===== config.mk =====
export PLATFORM = sky130hd
export DESIGN_NAME = rv_mem_reg_bank_flat
export DESIGN_NICKNAME = d
export VERILOG_FILES = /design/src/rtl/rv_mem_pkg.sv /design/src/rtl/rv_mem_intf.sv /design/src/rtl/rv_mem_resp_buffer.sv /design/src/rtl/rv_mem_reg_bank.sv /design/src/flat_wrapper.sv
export SDC_FILE = /design/constraint.sdc
export NUM_CORES = 1
export LEC_CHECK = 0
export BUFFER_PORTS_ARGS = -buffer_cell sky130_fd_sc_hd__buf_2
export CAP_MARGIN = 20
export CORE_AREA = 10 10 229 231
export CTS_BUF_LIST = sky130_fd_sc_hd__clkbuf_8 sky130_fd_sc_hd__clkbuf_16
export CTS_CLUSTER_DIAMETER = 30
export DETAILED_ROUTE_END_ITERATION = 10
export DIE_AREA = 0 0 239 241
export PLACE_DENSITY = 0.66
export SYNTH_ARGS = -nofsm -noshare
export SYNTH_HDL_FRONTEND = slang
export SYNTH_SLANG_ARGS = --single-unit

===== constraint.sdc =====
create_clock -name clk -period 4.8 [get_ports clk]
set_input_delay 0.96 -clock clk [delete_from_list [all_inputs] [get_ports clk]]
set_output_delay 0.96 -clock clk [all_outputs]
set_load 0.05 [all_outputs]

===== src/rtl/rv_mem_pkg.sv =====
// Shared definitions for the rv_mem request/response protocol.
package rv_mem_pkg;

  typedef enum logic {
    RV_MEM_READ  = 1'b0,
    RV_MEM_WRITE = 1'b1
  } rv_mem_op_e;

endpackage


===== src/rtl/rv_mem_intf.sv =====
// Valid/ready memory channel: op, word address and data travel together.
interface rv_mem_intf
  import rv_mem_pkg::*;
#(
  parameter int DATA_WIDTH = 32,
  parameter int ADDR_WIDTH = 8
);
  logic                  valid;
  logic                  ready;
  rv_mem_op_e            op;
  logic [ADDR_WIDTH-1:0] addr;
  logic [DATA_WIDTH-1:0] data;

  modport in  (input  valid, op, addr, data, output ready);
  modport out (output valid, op, addr, data, input  ready);
endinterface


===== src/rtl/rv_mem_resp_buffer.sv =====
// Two-entry circular response FIFO with a 0..2 occupancy count.
// Push is ignored when full and pop when empty; head data is registered storage only.
module rv_mem_resp_buffer #(
  parameter int WIDTH = 40
) (
  input  logic             clk,
  input  logic             rst,
  input  logic             push_i,
  input  logic [WIDTH-1:0] push_dat_i,
  input  logic             pop_i,
  output logic [WIDTH-1:0] head_dat_o,
  output logic             full_o,
  output logic             empty_o
);

  logic [WIDTH-1:0] mem_q [2];
  logic             rd_ptr_q, rd_ptr_d;
  logic             wr_ptr_q, wr_ptr_d;
  logic [1:0]       count_q, count_d;
  logic             do_push, do_pop;

  assign full_o     = (count_q == 2'd2);
  assign empty_o    = (count_q == 2'd0);
  assign do_push    = push_i && !full_o;
  assign do_pop     = pop_i && !empty_o;
  assign head_dat_o = mem_q[rd_ptr_q];

  always_comb begin
    rd_ptr_d = rd_ptr_q;
    wr_ptr_d = wr_ptr_q;
    count_d  = count_q;
    if (do_push) wr_ptr_d = ~wr_ptr_q;
    if (do_pop)  rd_ptr_d = ~rd_ptr_q;
    count_d = count_q + {1'b0, do_push} - {1'b0, do_pop};
  end

  always_ff @(posedge clk) begin
    if (rst) begin
      mem_q[0] <= '0;
      mem_q[1] <= '0;
      rd_ptr_q <= 1'b0;
      wr_ptr_q <= 1'b0;
      count_q  <= 2'd0;
    end else begin
      if (do_push) mem_q[wr_ptr_q] <= push_dat_i;
      rd_ptr_q <= rd_ptr_d;
      wr_ptr_q <= wr_ptr_d;
      count_q  <= count_d;
    end
  end

endmodule


===== src/rtl/rv_mem_reg_bank.sv =====
// Software register bank on an rv_mem request channel; reads answer through a 2-entry buffer.
// Request ready depends only on buffer occupancy, never on the response consumer.
module rv_mem_reg_bank
  import rv_mem_pkg::*;
#(
  parameter int                   NUM_REGS    = 8,
  parameter int                   DATA_WIDTH  = 32,
  parameter int                   ADDR_WIDTH  = 8,
  parameter logic [NUM_REGS-1:0]   RO_MASK     = '0,
  parameter logic [DATA_WIDTH-1:0] RESET_VALUE = '0
) (
  input  logic                           clk,
  input  logic                           rst,
  rv_mem_intf.in                         mem_req,
  rv_mem_intf.out                        mem_resp,
  input  logic [NUM_REGS*DATA_WIDTH-1:0] hw_in,
  output logic [NUM_REGS*DATA_WIDTH-1:0] regs_out,
  output logic [NUM_REGS-1:0]            wr_pulse
);

  localparam int IDXW = (NUM_REGS > 1) ? $clog2(NUM_REGS) : 1;

  if (mem_req.DATA_WIDTH != DATA_WIDTH || mem_resp.DATA_WIDTH != DATA_WIDTH) begin : g_dw_chk
    $error("rv_mem_reg_bank: mem_req/mem_resp DATA_WIDTH mismatch");
  end
  if (mem_req.ADDR_WIDTH != ADDR_WIDTH || mem_resp.ADDR_WIDTH != ADDR_WIDTH) begin : g_aw_chk
    $error("rv_mem_reg_bank: mem_req/mem_resp ADDR_WIDTH mismatch");
  end
  if (ADDR_WIDTH < IDXW) begin : g_idx_chk
    $error("rv_mem_reg_bank: ADDR_WIDTH too small for NUM_REGS");
  end

  logic [DATA_WIDTH-1:0] regs_q [NUM_REGS];
  logic [DATA_WIDTH-1:0] regs_d [NUM_REGS];
  logic [NUM_REGS-1:0]   wr_pulse_q, wr_pulse_d;
  logic [IDXW-1:0]       idx;
  logic [DATA_WIDTH-1:0] rdata;
  logic                  accept, in_range, push;
  logic                  buf_full, buf_empty;

  assign idx      = mem_req.addr[IDXW-1:0];
  assign in_range = (32'(mem_req.addr) < 32'(NUM_REGS));
  assign accept   = mem_req.valid && mem_req.ready;
  assign push     = accept && (mem_req.op == RV_MEM_READ);

  // Read data is taken from state before the accepting edge; RO slots pass hw_in straight through.
  always_comb begin
    rdata = '0;
    if (in_range) begin
      if (RO_MASK[idx]) rdata = hw_in[32'(idx)*DATA_WIDTH +: DATA_WIDTH];
      else              rdata = regs_q[idx];
    end
  end

  always_comb begin
    regs_d     = regs_q;
    wr_pulse_d = '0;
    if (accept && mem_req.op == RV_MEM_WRITE && in_range) begin
      wr_pulse_d[idx] = 1'b1;
      if (!RO_MASK[idx]) regs_d[idx] = mem_req.data;
    end
  end

  always_ff @(posedge clk) begin
    if (rst) begin
      for (int i = 0; i < NUM_REGS; i++) regs_q[i] <= RESET_VALUE;
      wr_pulse_q <= '0;
    end else begin
      regs_q     <= regs_d;
      wr_pulse_q <= wr_pulse_d;
    end
  end

  for (genvar i = 0; i < NUM_REGS; i++) begin : g_out
    assign regs_out[i*DATA_WIDTH +: DATA_WIDTH] = RO_MASK[i] ? '0 : regs_q[i];
  end
  assign wr_pulse = wr_pulse_q;

  rv_mem_resp_buffer #(
    .WIDTH(ADDR_WIDTH + DATA_WIDTH)
  ) u_resp_buf (
    .clk       (clk),
    .rst       (rst),
    .push_i    (push),
    .push_dat_i({mem_req.addr, rdata}),
    .pop_i     (mem_resp.ready),
    .head_dat_o({mem_resp.addr, mem_resp.data}),
    .full_o    (buf_full),
    .empty_o   (buf_empty)
  );

  assign mem_req.ready  = !buf_full;
  assign mem_resp.valid = !buf_empty;
  assign mem_resp.op    = RV_MEM_READ;

endmodule

===== src/flat_wrapper.sv =====
// flat-port wrapper written by rule: the top's interface ports become plain ports
module rv_mem_reg_bank_flat import rv_mem_pkg::*;
#(
  parameter int                   NUM_REGS    = 8,
  parameter int                   DATA_WIDTH  = 32,
  parameter int                   ADDR_WIDTH  = 8,
  parameter logic [NUM_REGS-1:0]   RO_MASK     = '0,
  parameter logic [DATA_WIDTH-1:0] RESET_VALUE = '0
)
  (clk, rst, hw_in, regs_out, wr_pulse, mem_req_valid, mem_req_op, mem_req_addr, mem_req_data, mem_req_ready, mem_resp_valid, mem_resp_op, mem_resp_addr, mem_resp_data, mem_resp_ready);
  rv_mem_intf #(.DATA_WIDTH(DATA_WIDTH), .ADDR_WIDTH(ADDR_WIDTH)) mem_req_i ();
  rv_mem_intf #(.DATA_WIDTH(DATA_WIDTH), .ADDR_WIDTH(ADDR_WIDTH)) mem_resp_i ();
  input  logic clk;
  input  logic rst;
  input  logic [NUM_REGS*DATA_WIDTH-1:0] hw_in;
  output logic [NUM_REGS*DATA_WIDTH-1:0] regs_out;
  output logic [NUM_REGS-1:0] wr_pulse;
  input wire logic [$bits(mem_req_i.valid)-1:0] mem_req_valid;
  input wire logic [$bits(mem_req_i.op)-1:0] mem_req_op;
  input wire logic [$bits(mem_req_i.addr)-1:0] mem_req_addr;
  input wire logic [$bits(mem_req_i.data)-1:0] mem_req_data;
  output wire logic [$bits(mem_req_i.ready)-1:0] mem_req_ready;
  output wire logic [$bits(mem_resp_i.valid)-1:0] mem_resp_valid;
  output wire logic [$bits(mem_resp_i.op)-1:0] mem_resp_op;
  output wire logic [$bits(mem_resp_i.addr)-1:0] mem_resp_addr;
  output wire logic [$bits(mem_resp_i.data)-1:0] mem_resp_data;
  input wire logic [$bits(mem_resp_i.ready)-1:0] mem_resp_ready;
  assign mem_req_i.valid = mem_req_valid;
  assign mem_req_i.op = mem_req_op;
  assign mem_req_i.addr = mem_req_addr;
  assign mem_req_i.data = mem_req_data;
  assign mem_req_ready = mem_req_i.ready;
  assign mem_resp_valid = mem_resp_i.valid;
  assign mem_resp_op = mem_resp_i.op;
  assign mem_resp_addr = mem_resp_i.addr;
  assign mem_resp_data = mem_resp_i.data;
  assign mem_resp_i.ready = mem_resp_ready;
  rv_mem_reg_bank #(.NUM_REGS(NUM_REGS), .DATA_WIDTH(DATA_WIDTH), .ADDR_WIDTH(ADDR_WIDTH), .RO_MASK(RO_MASK), .RESET_VALUE(RESET_VALUE)) u_core (.clk(clk), .rst(rst), .mem_req(mem_req_i), .mem_resp(mem_resp_i), .hw_in(hw_in), .regs_out(regs_out), .wr_pulse(wr_pulse));
endmodule

Word-level counts from Yosys, hierarchy flattened:

Memories as Yosys holds them, arrays and structs flattened. A register that Yosys moved wholly into a read port is not among the register bits.
Cells that the tools add are included.

* add/subtract/negate cells: 2
* $lt $le $gt $ge: 5
* equal/unequal tests: 1
* shift operators: 1
* multiplexer cells: 21
* bitwise operators: 6
* reductions and logical operators: 14

Operators with widths (count)
* $bwmux W256: 1
* $shiftx A256 B9 Y32: 1
* $mux W32: 5
* $bmux W32 S3: 1
* $demux W32 S3: 1
* $mux W40: 1
* $reduce_or A40 Y1: 1
* $mux W1: 11
* $logic_and A1 B1 Y1: 8
* $lt A8 B4 Y1 const B: 1
* $not A1 Y1: 5
* $ge A4 B4 Y1 const B: 1
* $lt A3 B4 Y1 const B: 1
* $lt A4 B1 Y1 const B: 1
* $not A3 Y4: 1
* $demux W1 S3: 1
* $ge A3 B1 Y1 const B: 1
* $add A2 B1 Y2: 1
* $eq A2 B2 Y1 const B: 1
* $logic_not A1 Y1: 2
* $logic_not A2 Y1: 1
* $reduce_and A2 Y1: 1
* $reduce_or A2 Y1: 1
* $sub A2 B1 Y2: 1

* bits in registers: 268
* RAM bits: 80
* memory bits (read-only): 8
* input bits: 301
* output and inout bits: 307
* word-level logic and storage cells: 64
* memories: 2

Memories
* u_core.u_resp_buf.mem_q: depth 2, bits a word 40, rd ports 1, clocked after Yosys merged registers in 1, write ports 2, RTL line rv_mem_resp_buffer.sv:16 `logic [WIDTH-1:0] mem_q [2];`
* (name not given): depth 8, bits a word 1, rd ports 1, clocked after Yosys merged registers in 0, write ports 0, RTL line rv_mem_reg_bank.sv:50 `if (RO_MASK[idx]) rdata = hw_in[32'(idx)*DATA_WIDTH +: DATA_WIDTH];`

Depth between registers and ports, before layout:

* word-level depth: 10
* mapped depth: 9
* gate-level depth less buffers: 8

Hierarchy:

A second synthesis with hierarchy kept.

* cells, all modules: 1514
* area, all modules: 16607.2 um^2

By module, submodules not included
* rv_mem_reg_bank: instances 1, cells each 1228, area an instance 12769.7 um^2, seq. area each 5285.1 um^2
* rv_mem_resp_buffer: instances 1, cells each 286, area an instance 3837.4 um^2, seq. area each 2502.4 um^2

Worst setup path after synthesis:

Ideal clock, no wire load.

* path kind: input to register
* from: input port mem_req_op
* to: memory u_core.u_resp_buf.mem_q[0][0] (enable)
* setup time: 0.446 ns
* data arrival time: 3.308 ns
* required time: 4.354 ns
* setup slack: 1.046 ns
* cell stages on the path: 3
* buffers on the path: 1
* cells stage by stage: buf_2 > nand3b_1 > o21bai_1

RTL lines
* start: declaration: RTL line flat_wrapper.sv:19 `input wire logic [$bits(mem_req_i.op)-1:0] mem_req_op;`
* end: declaration: RTL line rv_mem_resp_buffer.sv:16

==> flow_summary.json <==
{
  "outcome": "finished, final reports clean",
  "yosysMostFrequentCell": "nand2_1",
  "finalCriticalPeriod_ns": 3.28,
  "vias": 13700,
  "finalSetupViolCount": 0,
  "root_buffer": "clkbuf_16",
  "numClockSinks": 349,
  "pwr-share-seq_pct": 32.3,
  "hold_ws_ns": 0.463,
  "finalSetupTns_ns": 0,
  "wl_per_cell_um": 24.9,
  "synthTopCellsByCount": "nand2_1, dfxtp_1, a21oi_1",
  "ir_worst_vdd_uv": 286,
  "area_growth_pct": 32.3,
  "die_w_um": 239,
  "gp_congestion": 0.840,
  "ys_warn_count": 0,
  "io_buffer_count": 350,
  "viasPerCell": 5.34,
  "min_to": "u_core.regs_out[234]",
  "grt_util_all_layers_pct": 21.3,
  "r2r_end": "u_core.regs_out[93]",
  "ant_nets": 0,
  "synth_seq_area_share_pct": 50.7,
  "core_area_um2": 47500,
  "synth.top_cell.area_share_pct": 35.0,
  "hpwl_um": 42700,
  "clockPowerShare_pct": 58.1,
  "power.leakage_nw": 8.93,
  "nets": 2189,
  "cp_slowest_stage_delay_ns": 1.01,
  "rsz0062_at_grt": "no",
  "critical_path_class": "flip-flop to output port",
  "grt.overflow.total": 0,
  "drv_slew": 0,
  "min_path_type": "flip-flop to flip-flop",
  "drtPass1Iterations": 5,
  "finalCritPeriodShare_pct": 68.4,
  "drc": 0,
  "dieHeight_um": 241,
  "slew_headroom_pct": 20.1,
  "p_comb_share_pct": 9.6,
  "antenna_found_initial": 4,
  "fin_skew_ns": 0.0313,
  "critical_path_arrival_ns": 2.32,
  "async_flop_share_pct": 0,
  "ys_top_cells_by_area": "dfxtp_1, edfxtp_1, mux2i_1",
  "r2r-start": "u_core.u_resp_buf.count_q[0]",
  "wl_um": 64000,
  "ys_seq_elements": 349,
  "hold_depth": 2,
  "dieArea_um2": 57600,
  "fmax_mhz": 305,
  "intPower_w": 0.00715,
  "first_iter_violations": 1326,
  "final_hold_viol_count": 0,
  "fin_total_pwr_w": 0.00971,
  "initial_core_util_pct": 32.3,
  "path_cells": "mux2_2 > buf_2",
  "cp-start-kind": "flip-flop",
  "place_area_um2": 17400,
  "path_clk_slew_ns": 0.05,
  "synth-main-ff-cell": "dfxtp_1",
  "cts.path.max_buffers": 3,
  "cts_buffers": 80,
  "wl_met2_um": 26300,
  "cpMaxStageDelayCell": "dfxtp_2",
  "p_sw_w": 0.00256,
  "cts_setup_buffers": 0,
  "rrSetupSlack_ns": 2.27,
  "cap_violations": 0,
  "synthesis.area_um2": 15400,
  "top_layer": "met5",
  "syn_avg_cell_area_um2": 9.89,
  "wl_met3_um": 8520,
  "cts_resized": 0,
  "fin_util_pct": 42.7,
  "wl_met1_um": 26900,
  "row_count": 80,
  "syn_nets": 1856,
  "postCtsHoldBufs": 0,
  "tightest_slew_ns": 1.19,
  "cts.htree.levels": 3,
  "ys_types": 52,
  "path_max_fanout": 40,
  "cellPowerDensity_nw_per_um2": 478,
  "tritoncts": "yes",
  "synth_edf_count": 80,
  "cp-end-kind": "output port",
  "switching_share_pct": 26.3,
  "r2r_cells": 4,
  "grt_pass1_wl_um": 90800,
  "grt_pass1_vias": 13800,
  "clock_latency_ns": 0.63,
  "min_from": "u_core.regs_out[234]",
  "grt_max_degree": 105,
  "yosys.area.top_type": "dfxtp_1",
  "layout-drive-gt1-share_pct": 31.8,
  "ios": 608,
  "worst-endpoint-required_ns": 3.84,
  "synthCells": 1553,
  "stdcell_area_um2": 20300
}
## routing by layer
metal / vias to the layer above / GRT usage [%]
met4: 4 / 9.70
met2: 815 / 30.1
li1: 6076 / -
met1: 6676 / 27.5
met3: 152 / 8.97
met5: - / 0
## critical path, delay by kind of cell (launching register included)
kind / cells / cell delay (ns)
buffers and inverters: 1 / 0.23
flip-flops: 1 / 1.01
multiplexers: 1 / 0.45
## metrics by stage
stage                     cells  worst slack [ns]
after floorplan            1553              1.05
after global placement     2418              1.21
after detailed placement   2418              1.12
after CTS                  2567              1.46
after global routing       2568              1.42
final                      2570              1.52
## sequential cells by signal, summed over array words and instances (netlist names), named ones only
name / flops
u_core.wr_pulse: 8
u_core.u_resp_buf.count_q: 2
u_core.u_resp_buf.rd_ptr_q: 1
u_core.u_resp_buf.wr_ptr_q: 1
u_core.regs_out: 256
u_core.u_resp_buf.mem_q: 80
## worst max path at each step
stage	startpoint	slack (ns)	cells after the start	to
after detailed placement	mem_req_addr[7]	1.12	5	u_core.regs_out[183]
final	flip-flop	1.52	2	mem_resp_data[2]
after global placement	mem_req_addr[7]	1.21	5	u_core.regs_out[188]
after global routing	flip-flop	1.42	2	mem_resp_data[14]
after floorplan	mem_req_op	1.05	3	u_core.u_resp_buf.mem_q[0][0]
after CTS	flip-flop	1.46	2	mem_resp_data[14]
## layout make-up
cell class                 instances  area, µm²
clock buffer                      99       2270
tap                              615        769
fill                            4483      27200
multi-input combinational       1072       6900
inverter                           5       18.8
antenna                            2       5.00
sequential                       349       7790
timing repair buffer             378       1980
clock inverter                    50        587
## kinds of logic after synthesis
kind of cell    after synthesis  share of synthesized area, %
mux                         210                          15.8
other cells                   1                        0.0244
simple gates                610                          18.8
compound gates              245                          9.71
fa+ha+maj                     2                         0.163
xor+xnor                      4                         0.228
buf+inv                     132                          4.58
flops                       349                          50.7
## power by group through the flow
stage | Clock [W] | Sequential, W | Combinational, W
after detailed placement | 0 | 0.00320 | 0.000922
after floorplan | 0 | 0.00315 | 0.000690
after global placement | 0 | 0.00319 | 0.000919
after CTS | 0.00568 | 0.00314 | 0.000926
final | 0.00564 | 0.00314 | 0.000929
after global routing | 0.00584 | 0.00315 | 0.000973
## cells in the final DEF, fill, tap and decap left out, types with 4 or more instances in the layout
cell,netlist,final
buf_2,31,346
nand2_1,324,322
dfxtp_1,269,268
a21oi_1,162,162
nand2b_1,134,134
mux2i_1,128,128
nor2_1,82,82
clkbuf_16,0,81
edfxtp_1,80,80
mux2_2,62,62
buf_4,33,31
and2_1,23,23
mux4_2,20,20
o32ai_1,19,19
clkbuf_8,0,18
inv_1,5,16
o22ai_1,16,16
a211o_1,13,13
o221ai_1,12,12
or2_2,10,10
clkinv_2,0,9
bufinv_16,0,8
a211oi_1,6,6
inv_6,0,6
nand4_1,5,5
and4_2,0,5
a221o_1,5,5
nor3_1,5,5
clkinv_4,0,5
clkinvlp_4,0,4
No activity file was read; power rests on OpenSTA's default activity.
